<file path="config.mk">
export PLATFORM = sky130hd
export DESIGN_NAME = conv_encoder
export DESIGN_NICKNAME = d
export VERILOG_FILES = /design/src/rtl/conv_pkg.sv /design/src/rtl/conv_enc_core.sv /design/src/rtl/conv_encoder.sv
export SDC_FILE = /design/constraint.sdc
export NUM_CORES = 1
export LEC_CHECK = 0
export BUFFER_PORTS_ARGS = -buffer_cell sky130_fd_sc_hd__buf_2
export CAP_MARGIN = 20
export CORE_UTILIZATION = 50
export CTS_BUF_LIST = sky130_fd_sc_hd__clkbuf_8 sky130_fd_sc_hd__clkbuf_16
export CTS_CLUSTER_SIZE = 14
export DETAILED_ROUTE_END_ITERATION = 6
export PLACE_DENSITY = 0.7
export RECOVER_POWER = 100
export SLEW_MARGIN = 5
export SYNTH_ARGS = -nofsm -noshare
export SYNTH_HDL_FRONTEND = slang
export SYNTH_SLANG_ARGS = --single-unit
</file>
<file path="constraint.sdc">
create_clock -name i_clk -period 4.8 [get_ports i_clk]
set_input_delay 0.48 -clock i_clk [delete_from_list [all_inputs] [get_ports i_clk]]
set_output_delay 0.48 -clock i_clk [all_outputs]
set_load 0.02 [all_outputs]
</file>
<file path="src/rtl/conv_pkg.sv">
// Shared constants, FSM state type and symbol helper for the rate-1/2, K=4
// convolutional encoder and the matching branch-metric logic.
package conv_pkg;

  localparam int K            = 4;
  localparam int NSTATES      = 8;
  localparam int TAIL_LEN     = 3;
  localparam int MAX_DATA_DEF = 1021;

  localparam logic [3:0] G0_DEF = 4'b1101;
  localparam logic [3:0] G1_DEF = 4'b1111;

  typedef enum logic {DATA, TAIL} enc_state_t;

  // Tap vector is {b, sr[2], sr[1], sr[0]}; result is {c1, c0}.
  function automatic logic [1:0] conv_sym(input logic [3:0] v);
    return {^(v & G0_DEF), ^(v & G1_DEF)};
  endfunction

endpackage

</file>
<file path="src/rtl/conv_enc_core.sv">
// Combinational trellis step: code symbol and next shift-register state for
// one input bit.
import conv_pkg::*;

module conv_enc_core #(
  parameter logic [3:0] G0 = G0_DEF,
  parameter logic [3:0] G1 = G1_DEF
) (
  input  logic         i_bit,
  input  logic [K-2:0] i_sr,
  output logic [1:0]   o_sym,
  output logic [K-2:0] o_sr_next
);

  logic [K-1:0] w_v;

  assign w_v       = {i_bit, i_sr};
  assign o_sym     = {^(w_v & G0), ^(w_v & G1)};
  // The newest bit enters at the top so states 0 and 1 share successors.
  assign o_sr_next = {i_bit, i_sr[K-2:1]};

endmodule

</file>
<file path="src/rtl/conv_encoder.sv">
// Framed rate-1/2 convolutional encoder with valid/ready handshakes and
// automatic zero-tail termination back to state 000.
import conv_pkg::*;

module conv_encoder #(
  parameter logic [3:0] G0       = G0_DEF,
  parameter logic [3:0] G1       = G1_DEF,
  parameter int         MAX_DATA = MAX_DATA_DEF
) (
  input  logic       i_clk,
  input  logic       i_rst,
  input  logic       i_enable,
  input  logic       i_in_valid,
  output logic       o_in_ready,
  input  logic       i_in_bit,
  input  logic       i_in_last,
  output logic       o_out_valid,
  input  logic       i_out_ready,
  output logic [1:0] o_out_sym,
  output logic       o_out_last,
  output logic       o_frame_trunc
);

  enc_state_t   r_state;
  logic [K-2:0] r_sr;
  logic [9:0]   r_data_cnt;
  logic [1:0]   r_tail_cnt;
  logic         r_out_valid;
  logic [1:0]   r_out_sym;
  logic         r_out_last;
  logic         r_frame_trunc;

  logic         w_can_launch;
  logic         w_accept;
  logic         w_tail_fire;
  logic         w_tail_done;
  logic         w_core_bit;
  logic [1:0]   w_sym;
  logic [K-2:0] w_sr_next;
  logic [9:0]   w_cnt_inc;
  logic         w_hit_max;

  // The output register is free when empty or being drained this cycle.
  assign w_can_launch = !r_out_valid || i_out_ready;
  assign o_in_ready   = (r_state == DATA) && w_can_launch;
  assign w_accept     = i_in_valid && o_in_ready;
  assign w_tail_fire  = (r_state == TAIL) && w_can_launch;
  assign w_tail_done  = (r_tail_cnt == 2'(TAIL_LEN - 1));
  assign w_core_bit   = (r_state == DATA) && i_in_bit;
  assign w_cnt_inc    = r_data_cnt + 10'd1;
  assign w_hit_max    = (w_cnt_inc == 10'(MAX_DATA));

  conv_enc_core #(.G0(G0), .G1(G1)) u_core (
    .i_bit     (w_core_bit),
    .i_sr      (r_sr),
    .o_sym     (w_sym),
    .o_sr_next (w_sr_next)
  );

  always_ff @(posedge i_clk) begin
    if (!i_rst || !i_enable) begin
      r_state       <= DATA;
      r_sr          <= '0;
      r_data_cnt    <= '0;
      r_tail_cnt    <= '0;
      r_out_valid   <= 1'b0;
      r_out_sym     <= 2'b00;
      r_out_last    <= 1'b0;
      r_frame_trunc <= 1'b0;
    end else begin
      if (w_can_launch) begin
        r_out_valid <= w_accept || w_tail_fire;
        if (w_accept || w_tail_fire) begin
          r_out_sym  <= w_sym;
          r_out_last <= w_tail_fire && w_tail_done;
          r_sr       <= w_sr_next;
        end
      end

      if (w_accept) begin
        r_data_cnt <= w_cnt_inc;
        if (i_in_last || w_hit_max) begin
          r_state    <= TAIL;
          r_tail_cnt <= '0;
        end
        // A frame that ends exactly at the limit with in_last is not truncated.
        if (!i_in_last && w_hit_max) begin
          r_frame_trunc <= 1'b1;
        end
      end

      if (w_tail_fire) begin
        if (w_tail_done) begin
          r_state    <= DATA;
          r_data_cnt <= '0;
          r_tail_cnt <= '0;
        end else begin
          r_tail_cnt <= r_tail_cnt + 2'd1;
        end
      end
    end
  end

  assign o_out_valid   = r_out_valid;
  assign o_out_sym     = r_out_sym;
  assign o_out_last    = r_out_last;
  assign o_frame_trunc = r_frame_trunc;

endmodule

</file>
==> run_results.csv, run 1 <==
group,metric,value,unit
pwr,p_leak,0.000418,µW
pwr,irDropWorstVdd,0.189,mV
synth,async_flop_share,0,
synth,synth_seq_cells,21,
floorplan,fp.dieH,48.4,µm
clock_tree,htree_levels,1,
grt,grt_pass1_wl,3340,µm
final_layout,nNetsFinal,144,
synth,ys.flop_type,"dfxtp_1",
synth,ys_types,34,
placed_design,dpl.hpwl,1400,µm
routing,totalWireLength,1870,µm
routing,num_vias,834,
worst_setup_path,crit_arrival,2.78,ns
sta,worst_clock_skew,0.00352,ns
final_layout,antenna_cells,0,
clock_tree,cts_made_buffers,3,
routing,drt_iter0_markers,9,
routing,wl_per_cell,11.6,µm
sta,max_freq,386,MHz
sta,tns,0,ns
hold_path,hp-class,"reg2reg",
sta,setup-violations-final,0,
final_layout,syn_to_final_growth,8.61,%
floorplan,core_area,1980,µm²
sta,min_period,2.59,ns
placed_design,gp_congestion,0.798,
synth,syn_nets,130,
clock_tree,cts_setup_buffers,0,
placed_design,placed_cell_area,1150,µm²
placed_design,numPortBuffers,12,
sta,hold_viol,0,
clock_tree,cts_resized,0,
synth,yosysTopAreaCell,"dfxtp_1",
routing,drc,0,
sta,worstMarginPinSlew,1.49,ns
grt,grt_pass1_vias,762,
sta,maxSlewViolCount,0,
routing,dr.pass1.iters,4,
routing,via_per_inst,5.18,
final_layout,fin_area,1170,µm²
placed_design,place_ws,2.80,ns
sta,rsz0062_at_grt,"no",
worst_setup_path,worstPathMaxFanout,13,
synth,yosys_warnings,0,
final_layout,fillCellCount,180,
floorplan,fp-row-count,16,
synth,syn-cell-area,1070,µm²
worst_setup_path,cp.required,4.99,ns
final_layout,drive_above_1_share,0.104,
synth,ys_top_cells_by_area,"dfxtp_1 39%, nor2_1 6.6%, xor2_1 6.5%",
clock_tree,cts_tree,"done",
clock_tree,clk_latency,0.25,ns
sta,period_share,0.540,
clock_tree,cts_root_buf,"clkbuf_8",
grt,antenna_found_initial,0,
synth,synth_top_area_frac,0.391,
clock_tree,clock_sinks,21,
job,maxCapViolCount,1,
synth,synth_seq_area_share,0.391,
clock_tree,ctsHoldBuffers,0,
floorplan,dieArea,2340,µm²
clock_tree,clk_pin_slew,0.07,ns
outcome,status,"complete, but fails checks",
sta,fin_ws,2.21,ns
grt,grt_overflow_total,0,
synth,synth-edff-count,0,
outcome,violations,"max-capacitance violations",
pwr,power,315,µW
worst_setup_path,start_kind,"flop",
floorplan,io_pins,13,
synth,syn_avg_cell_area,8.88,µm²
floorplan,die_x,48.4,µm
sta,slew-limit-headroom,0.00343,
grt,grt_max_degree,14,
synth,postSynthCellCount,121,
worst_setup_path,worstSetupEndpointType,"flop",
floorplan,start_util,0.542,
grt,grtUsageTotal,0.180,
clock_tree,clk_path_buf_depth,2,
pwr,powerDensity,270,nW/µm²
worst_setup_path,crit_type,"reg2reg",
routing,ant_nets,0,
[metrics by stage]
stage          utilization  cells  hold slack (ns)
2_1_floorplan            -    121            0.484
5_1_grt              0.589    161            0.496
4_1_cts              0.602    161            0.462
6_report             0.589    161            0.462
3_3_place_gp         0.580    157            0.442
3_5_place_dp         0.580    157            0.449
[Yosys cell counts (all sizes together) (2+ instances only)]
master	number
dfxtp	21
nor2	19
nand2	11
xor2	8
nand4	7
a21oi	6
mux2i	5
xnor2	5
and3	4
o21ai	4
inv	3
nand3	3
nor2b	3
buf	2
ha	2
nand2b	2
nand4b	2
nor3	2
[layer usage]
metal  track usage  up-vias  wire length [µm]
li1              -      445                 -
met3        0.0472        3                66
met2         0.296       11               840
met4        0.0294        0                10
met5             0        -                 0
met1         0.243      375               950
[flip-flops by register name, indices dropped and copies added (netlist names)]
signal         cells
o_out_valid        1
r_sr               3
r_state            1
o_frame_trunc      1
r_data_cnt        10
o_out_sym          2
o_out_last         1
r_tail_cnt         2
[cell usage in the layout (no fill, tap or decap), types with 4 or more instances in the layout]
cell type / instances
inv_1: 4
xnor2_1: 5
clkbuf_1: 6
xor2_1: 8
nor2_1: 19
nand4_1: 7
o21ai_0: 4
nand2_1: 10
buf_2: 6
mux2i_1: 5
a21oi_1: 6
and3_1: 4
dfxtp_1: 21
[critical path, stage by stage (launching register included)]
cell       delay, ns
dfxtp_1         0.32
nor2b_1         0.17
nor3b_1         1.17
nand4_1         0.21
or4b_1          0.53
o2bb2ai_2       0.12
[path summary, 6_finish.rpt]
path / endpoint / slack (ns) / startpoint / cells after the start
worst max-delay path: o_frame_trunc$_SDFFE_PP0P_ / 2.21 / o_out_valid$_SDFFE_PP0N_ / 5
worst max register to register: o_frame_trunc$_SDFFE_PP0P_ / 2.21 / o_out_valid$_SDFFE_PP0N_ / 5
worst min register to register: o_out_last$_SDFFE_PP0P_ / 0.46 / o_out_last$_SDFFE_PP0P_ / 2
worst min-delay path: o_out_last$_SDFFE_PP0P_ / 0.46 / o_out_last$_SDFFE_PP0P_ / 2
[cells by family after synthesis]
logic type	after synthesis	synth area share
fa+ha+maj	2	0.0233
compound gates	16	0.108
flops	21	0.391
simple gates	58	0.296
mux	5	0.0466
buf+inv	6	0.0291
xor+xnor	13	0.106
[area by class of cell]
| cell class | instances | area, µm² | area share |
|---|---|---|---|
| Sequential cell | 21 | 420 | 0.360 |
| Clock inverter | 1 | 3.75 | 0.00322 |
| Timing Repair Buffer | 12 | 52.6 | 0.0450 |
| Tap cell | 27 | 33.8 | 0.0289 |
| Inverter | 3 | 11.3 | 0.00965 |
| Clock buffer | 3 | 41.3 | 0.0354 |
| Multi-Input combinational cell | 94 | 604 | 0.518 |
[report_power, final]
part	switching, µW	internal (µW)
clock	52.4	56.8
sequential	2.91	177
combinational	16.0	9.98
total	71.4	243
Note: power is estimated with default switching activity, not from simulation.
==> inputs of run 2 (changes only) <==
--- a/config.mk
+++ b/config.mk
@@ -5,13 +5,14 @@
 export SDC_FILE = /design/constraint.sdc
 export NUM_CORES = 1
 export LEC_CHECK = 0
+export ABC_AREA = 1
 export BUFFER_PORTS_ARGS = -buffer_cell sky130_fd_sc_hd__buf_2
 export CAP_MARGIN = 20
 export CORE_UTILIZATION = 50
 export CTS_BUF_LIST = sky130_fd_sc_hd__clkbuf_8 sky130_fd_sc_hd__clkbuf_16
 export CTS_CLUSTER_SIZE = 14
 export DETAILED_ROUTE_END_ITERATION = 6
-export PLACE_DENSITY = 0.7
+export PLACE_DENSITY = 0.73
 export RECOVER_POWER = 100
 export SLEW_MARGIN = 5
 export SYNTH_ARGS = -nofsm -noshare
==> constraint.sdc (replaced) <==
create_clock -name i_clk -period 2.34 [get_ports i_clk]
set_input_delay 0.234 -clock i_clk [delete_from_list [all_inputs] [get_ports i_clk]]
set_output_delay 0.234 -clock i_clk [all_outputs]
set_load 0.02 [all_outputs]
==> run 2 against run 1 <==
  * The run now ends clean
  * Design area is 3.3% higher
  * Register-to-register slack worse by 1.7 ns
  * Global-route usage is 1.9 points higher
  * Wire length is 13% higher
==> run_results.csv, run 2 <==
group,metric,value,unit
outcome,status,"finished clean",
grt,grtUsageTotal,0.200,
sta,period_share,0.796,
sta,min_period,1.86,ns
worst_setup_path,timing.rr.end,"o_out_sym[1]$_SDFFE_PP0P_",
floorplan,fp.dieH,48.7,µm
job,maxCapViolCount,0,
synth,yosysTopAreaCell,"dfxtp_1",
worst_setup_path,r2r_slack,0.48,ns
synth,syn_nets,168,
synth,async_flop_share,0,
clock_tree,ctsHoldBuffers,0,
grt,grt_overflow_total,0,
synth,yosysMostFrequentCell,"nand2_1",
clock_tree,cts_tree,"done",
sta,rsz0062_at_grt,"no",
routing,dr.pass1.iters,4,
hold_path,hold_start,"i_in_bit",
worst_setup_path,worstSetupEndpointType,"flop",
routing,drc,0,
sta,hold_viol,0,
clock_tree,cts_root_buf,"clkbuf_8",
final_layout,final_cell_mix,"32 x inv_1, 32 x nand2_1, 21 x dfxtp_1, 16 x a21oi_1, 11 x o21ai_0",
synth,synth_commonest_cells,"32 x nand2_1, 28 x inv_1, 21 x dfxtp_1",
pwr,powerDensity,585,nW/µm²
worst_setup_path,ff2ff_path_depth,7,
sta,slew-limit-headroom,0.583,
sta,max_freq,537,MHz
pwr,p_leak,0.000566,µW
routing,totalWireLength,2120,µm
floorplan,core_area,2000,µm²
worst_setup_path,worstPathMaxFanout,18,
final_layout,largest_reg_flops,10,
hold_path,hp-class,"in2reg",
synth,synth_top_area_frac,0.386,
hold_path,hold_path_end,"r_sr[2]$_SDFFE_PP0P_",
placed_design,place_ws,0.707,ns
synth,synth_seq_cells,21,
sta,tns,0,ns
final_layout,fin_area,1210,µm²
clock_tree,clock_sinks,21,
clock_tree,clk_path_buf_depth,2,
routing,wl_per_cell,10.5,µm
routing,ant_nets,0,
grt,grt_pass1_wl,3630,µm
worst_setup_path,crit_type,"reg2reg",
floorplan,start_util,0.544,
sta,maxSlewViolCount,0,
grt,grt_max_degree,19,
final_layout,nNetsFinal,184,
floorplan,fp-row-count,16,
clock_tree,clk_latency,0.27,ns
pwr,power,706,µW
final_layout,syn_to_final_growth,10.7,%
placed_design,numPortBuffers,12,
clock_tree,cts_setup_buffers,0,
grt,grt_pass1_vias,870,
synth,postSynthCellCount,159,
synth,syn_avg_cell_area,6.85,µm²
grt,antenna_found_initial,0,
hold_path,whs_path_depth,3,
synth,yosys_warnings,0,
placed_design,gp_congestion,0.829,
clock_tree,cts_resized,0,
sta,worstMarginPinSlew,0.623,ns
worst_setup_path,start_kind,"flop",
final_layout,top_regs,"r_data_cnt x10, r_sr x3",
clock_tree,cts_made_buffers,3,
placed_design,dp.cells,197,
pwr,irDropWorstVdd,0.382,mV
clock_tree,htree_levels,1,
routing,num_vias,1001,
synth,syn-cell-area,1090,µm²
clock_tree,clk_pin_slew,0.08,ns
routing,drt_iter0_markers,21,
final_layout,regMostFlops,"r_data_cnt",
sta,fin_ws,0.477,ns
final_layout,fin_cells,201,
floorplan,dieArea,2370,µm²
final_layout,drive_above_1_share,0.115,
synth,synth_seq_area_share,0.386,
sta,worst_clock_skew,0.00130,ns
synth,synth-edff-count,0,
worst_setup_path,rr_startpoint,"r_state$_SDFF_PP0_",
placed_design,dpl.hpwl,1660,µm
synth,ys.flop_type,"dfxtp_1",
worst_setup_path,crit_arrival,2.02,ns
synth,ys_top_cells_by_area,"dfxtp_1 39%, nand2_1 11%, inv_1 9.6%",
final_layout,antenna_cells,0,
sta,setup-violations-final,0,
synth,ys_types,22,
floorplan,die_x,48.7,µm
worst_setup_path,cp.required,2.50,ns
placed_design,placed_cell_area,1180,µm²
routing,via_per_inst,4.98,
floorplan,io_pins,13,
[run 2: worst max-delay path by stage]
| stage | from | end | depth (start not counted) |
|---|---|---|---|
| 6_report | r_state$_SDFF_PP0_ | o_out_sym[1]$_SDFFE_PP0P_ | 7 |
| 5_1_grt | r_state$_SDFF_PP0_ | o_out_sym[1]$_SDFFE_PP0P_ | 7 |
| 4_1_cts | o_out_valid$_SDFFE_PP0N_ | o_out_sym[1]$_SDFFE_PP0P_ | 7 |
| 3_5_place_dp | i_out_ready | o_out_sym[1]$_SDFFE_PP0P_ | 9 |
| 3_3_place_gp | i_out_ready | r_tail_cnt[1]$_SDFFE_PP0P_ | 10 |
| 2_1_floorplan | r_data_cnt[1]$_SDFF_PP0_ | r_tail_cnt[1]$_SDFFE_PP0P_ | 10 |
[run 2: cell type report]
class                   instances  area [µm²]
fillers                       202         796
clock buffers                   3        41.3
clock inverters                 1        5.00
flip-flops and latches         21         420
multi-input cells             103         526
repair buffers                 12        52.6
well taps                      27        33.8
inverters                      34         128
[run 2: stage by stage]
stage          hold WS [ns]  utilization
2_1_floorplan         0.420            -
3_3_place_gp          0.446        0.589
3_5_place_dp          0.456        0.589
4_1_cts               0.256        0.613
5_1_grt               0.303        0.603
6_report              0.259        0.603
[run 2: critical path, stage by stage (launching register included)]
cell	delay [ns]
dfxtp_1	0.34
inv_1	0.09
nand3_1	0.46
inv_2	0.15
nor2_2	0.25
inv_1	0.18
o21ai_0	0.24
nor2_1	0.07
[run 2: cell families after synthesis]
kind of cell	after synthesis	synth area share
and+or+nand+nor	63	0.271
buffers and inverters	35	0.121
AOI/OAI and AO/OA	34	0.168
DFF	21	0.386
xor gates and xnor gates	4	0.0322
adders and majority gates	2	0.0230
[run 2: where the power goes]
part | total (µW) | internal, µW | switching [µW] | leakage [µW]
registers | 379 | 370 | 9.90 | 0.000171
clock network | 247 | 119 | 128 | 0.0000255
logic | 78.8 | 25.3 | 53.5 | 0.000370
[run 2: layer usage]
metal | vias to the layer above | part of all wire | GRT usage
met1 | 443 | 0.48 | 0.249
met4 | 0 | 0.023 | 0.118
met3 | 5 | 0.041 | 0.0314
met5 | - | 0 | 0
met2 | 23 | 0.45 | 0.324
li1 | 530 | - | -
==> inputs of run 3 (changes only) <==
==> constraint.sdc (replaced) <==
create_clock -name i_clk -period 1.6 [get_ports i_clk]
set_input_delay 0.16 -clock i_clk [delete_from_list [all_inputs] [get_ports i_clk]]
set_output_delay 0.16 -clock i_clk [all_outputs]
set_load 0.02 [all_outputs]
==> run 3 against run 2 <==
  * Largest power group unchanged
  * Critical path depth is 2 higher
  * Fmax is 27% higher
  * Clock skew is 0.0030 ns higher
  * Global-route usage is 1.8 points higher
  * Core utilization is 4.1 points higher
  * Total power is 45% higher
  * Sequential share of layout area is 1.8 points lower
  * Clock power is 38% higher
  * Register-to-register slack worse by 0.34 ns
  * Design area is 6.8% higher
  * Worst setup slack worse by 0.34 ns
==> run_results.csv, run 3 (synthesis results as in run 2) <==
group,metric,value,unit
final_layout,nNetsFinal,187,
routing,dr.pass1.iters,4,
floorplan,fp.dieH,48.7,µm
hold_path,hp-class,"in2reg",
sta,worstMarginPinSlew,0.259,ns
sta,hold_viol,0,
floorplan,io_pins,13,
clock_tree,clk_pin_slew,0.08,ns
final_layout,fillCellCount,190,
sta,hold_ws,0.208,ns
floorplan,start_util,0.544,
sta,worst_clock_skew,0.00433,ns
worst_setup_path,critPathMaxStageDelay,0.45,ns
routing,drt_iter0_markers,32,
clock_tree,clock_sinks,21,
job,maxCapViolCount,0,
worst_setup_path,cp.depth,9,
grt,grtUsageTotal,0.218,
clock_tree,ctsHoldBuffers,0,
pwr,seqPwrFrac,0.544,
sta,min_period,1.46,ns
pwr,netSwitchingPower,268,µW
floorplan,fp-row-count,16,
final_layout,largest_reg_flops,10,
clock_tree,htree_levels,1,
grt,grt_overflow_total,0,
final_layout,multi_input_area,582,µm²
worst_setup_path,rr_startpoint,"r_data_cnt[2]$_SDFF_PP0_",
worst_setup_path,crit_type,"reg2reg",
pwr,p_leak,0.000593,µW
grt,grt_max_degree,17,
worst_setup_path,endpoint,"r_tail_cnt[0]$_SDFFE_PP0P_",
pwr,power.internal,755,µW
clock_tree,cts_root_buf,"clkbuf_8",
worst_setup_path,cp-startpoint,"r_data_cnt[2]$_SDFF_PP0_",
final_layout,seq_area,425,µm²
outcome,status,"finished clean",
routing,via_per_inst,5.09,
worst_setup_path,timing.rr.end,"r_tail_cnt[0]$_SDFFE_PP0P_",
sta,slew-limit-headroom,0.828,
final_layout,final_common_cell,"inv_1",
grt,antenna_found_initial,0,
floorplan,dieArea,2370,µm²
pwr,combPwrFrac,0.124,
routing,ant_nets,0,
placed_design,gp_congestion,0.823,
grt,grt_pass1_wl,3940,µm
worst_setup_path,crit_buf_inv,0,
clock_tree,cts_made_buffers,3,
worst_setup_path,worstSetupEndpointType,"flop",
worst_setup_path,cp.required,1.75,ns
placed_design,numPortBuffers,12,
clock_tree,cts_tree,"done",
routing,drc,0,
sta,setup-violations-final,0,
sta,period_share,0.915,
final_layout,antenna_cells,0,
final_layout,top_regs,"r_data_cnt x10, r_sr x3",
final_layout,syn_to_final_growth,18.3,%
routing,num_vias,1038,
floorplan,core_area,2000,µm²
final_layout,final_cell_mix,"31 x inv_1, 30 x nand2_1, 19 x dfxtp_1, 16 x a21oi_1, 12 x o21ai_0",
worst_setup_path,critPathTopFamily,"simple AND/OR/NAND/NOR gates",
sta,max_freq,683,MHz
placed_design,dpl.hpwl,1700,µm
worst_setup_path,worst_path_max_delay_cell,"dfxtp_1",
worst_setup_path,ff2ff_path_depth,9,
floorplan,die_x,48.7,µm
pwr,clock_power_share,0.332,
sta,maxSlewViolCount,0,
worst_setup_path,crit_arrival,1.61,ns
final_layout,regMostFlops,"r_data_cnt",
grt,grt_pass1_vias,963,
clock_tree,clk_latency,0.26,ns
clock_tree,clk_path_buf_depth,2,
pwr,powerDensity,793,nW/µm²
routing,totalWireLength,2220,µm
pwr,irDropWorstVdd,0.530,mV
worst_setup_path,r2r_slack,0.14,ns
sta,tns,0,ns
pwr,switching_share,0.262,
worst_setup_path,worstPathCellList,"nand2_1 > nor2_1 > nand3_1 > nand2_1 > nand3_1 > nor2_2 > nand3_2 > nand3_2 > a21oi_1",
routing,wl_per_cell,10.9,µm
worst_setup_path,worstPathMaxFanout,5,
final_layout,drive_above_1_share,0.209,
worst_setup_path,start_kind,"flop",
## run 3: cell count changes in the layout (fill, tap and decap cells not counted), moves of 2 or more
cell / delta
nand2_2: +2
dfxtp_1: -2
nand3_2: +3
nand3_1: -3
nor2_1: -3
o21ai_1: -2
nor2_2: +2
buf_4: +3
inv_2: +2
nand2_1: -2
## run 3: worst min path at each step
stage | startpoint | endpoint | slack (ns) | cells past startpoint
2_1_floorplan | i_in_bit | r_sr[2]$_SDFFE_PP0P_ | 0.35 | 2
3_3_place_gp | o_frame_trunc$_SDFFE_PP0P_ | o_frame_trunc$_SDFFE_PP0P_ | 0.45 | 2
3_5_place_dp | o_frame_trunc$_SDFFE_PP0P_ | o_frame_trunc$_SDFFE_PP0P_ | 0.45 | 2
4_1_cts | i_in_last | o_frame_trunc$_SDFFE_PP0P_ | 0.20 | 4
5_1_grt | i_in_last | o_frame_trunc$_SDFFE_PP0P_ | 0.23 | 4
6_report | i_in_bit | r_sr[2]$_SDFFE_PP0P_ | 0.21 | 3
## run 3: power by group through the flow
| stage | registers, µW | clock network [µW] | logic, µW |
|---|---|---|---|
| floorplan | 570 | 0 | 85.4 |
| global placement | 566 | 0 | 122 |
| detailed placement | 567 | 0 | 125 |
| CTS | 555 | 350 | 126 |
| global route | 559 | 377 | 146 |
| finish | 556 | 340 | 126 |
## run 3: worst register-to-register path: stages (launching register included)
cell     delay, ns
dfxtp_1       0.45
nand2_1       0.08
nor2_1        0.16
nand3_1       0.10
nand2_1       0.11
nand3_1       0.09
nor2_2        0.14
nand3_2       0.09
nand3_2       0.08
a21oi_1       0.06
## run 3: timing repair
| item | in CTS | in global routing |
|---|---|---|
| setup buffers | 0 | 2 |
| endpoints found under the setup margin | 0 | 4 |
| gates resized for setup | 0 | 13 |
| hold endpoints to repair | 0 | 0 |
## run 3: area by class of cell
cell class                 instances  share of cell area
tap                               27              0.0262
clock buffer                       3              0.0320
timing repair buffer              15              0.0583
sequential                        21               0.330
clock inverter                     1             0.00291
inverter                          34              0.0990
multi-input combinational        103               0.451
## run 3: routing by layer
metal,share of wire,track usage
met1,0.46,0.272
met2,0.48,0.352
met3,0.045,0.0472
met4,0.018,0.108
met5,0,0
## run 3: metrics by stage
step | power (µW) | cell area, µm² | std cells | setup WS [ns] | util
floorplan | 655 | 1090 | 159 | 0.207 | -
global placement | 688 | 1190 | 198 | 0.138 | 0.593
detailed placement | 692 | 1190 | 198 | 0.0319 | 0.593
CTS | 1030 | 1230 | 202 | 0.0224 | 0.616
global route | 1080 | 1290 | 204 | -0.00308 | 0.644
finish | 1020 | 1290 | 204 | 0.136 | 0.644
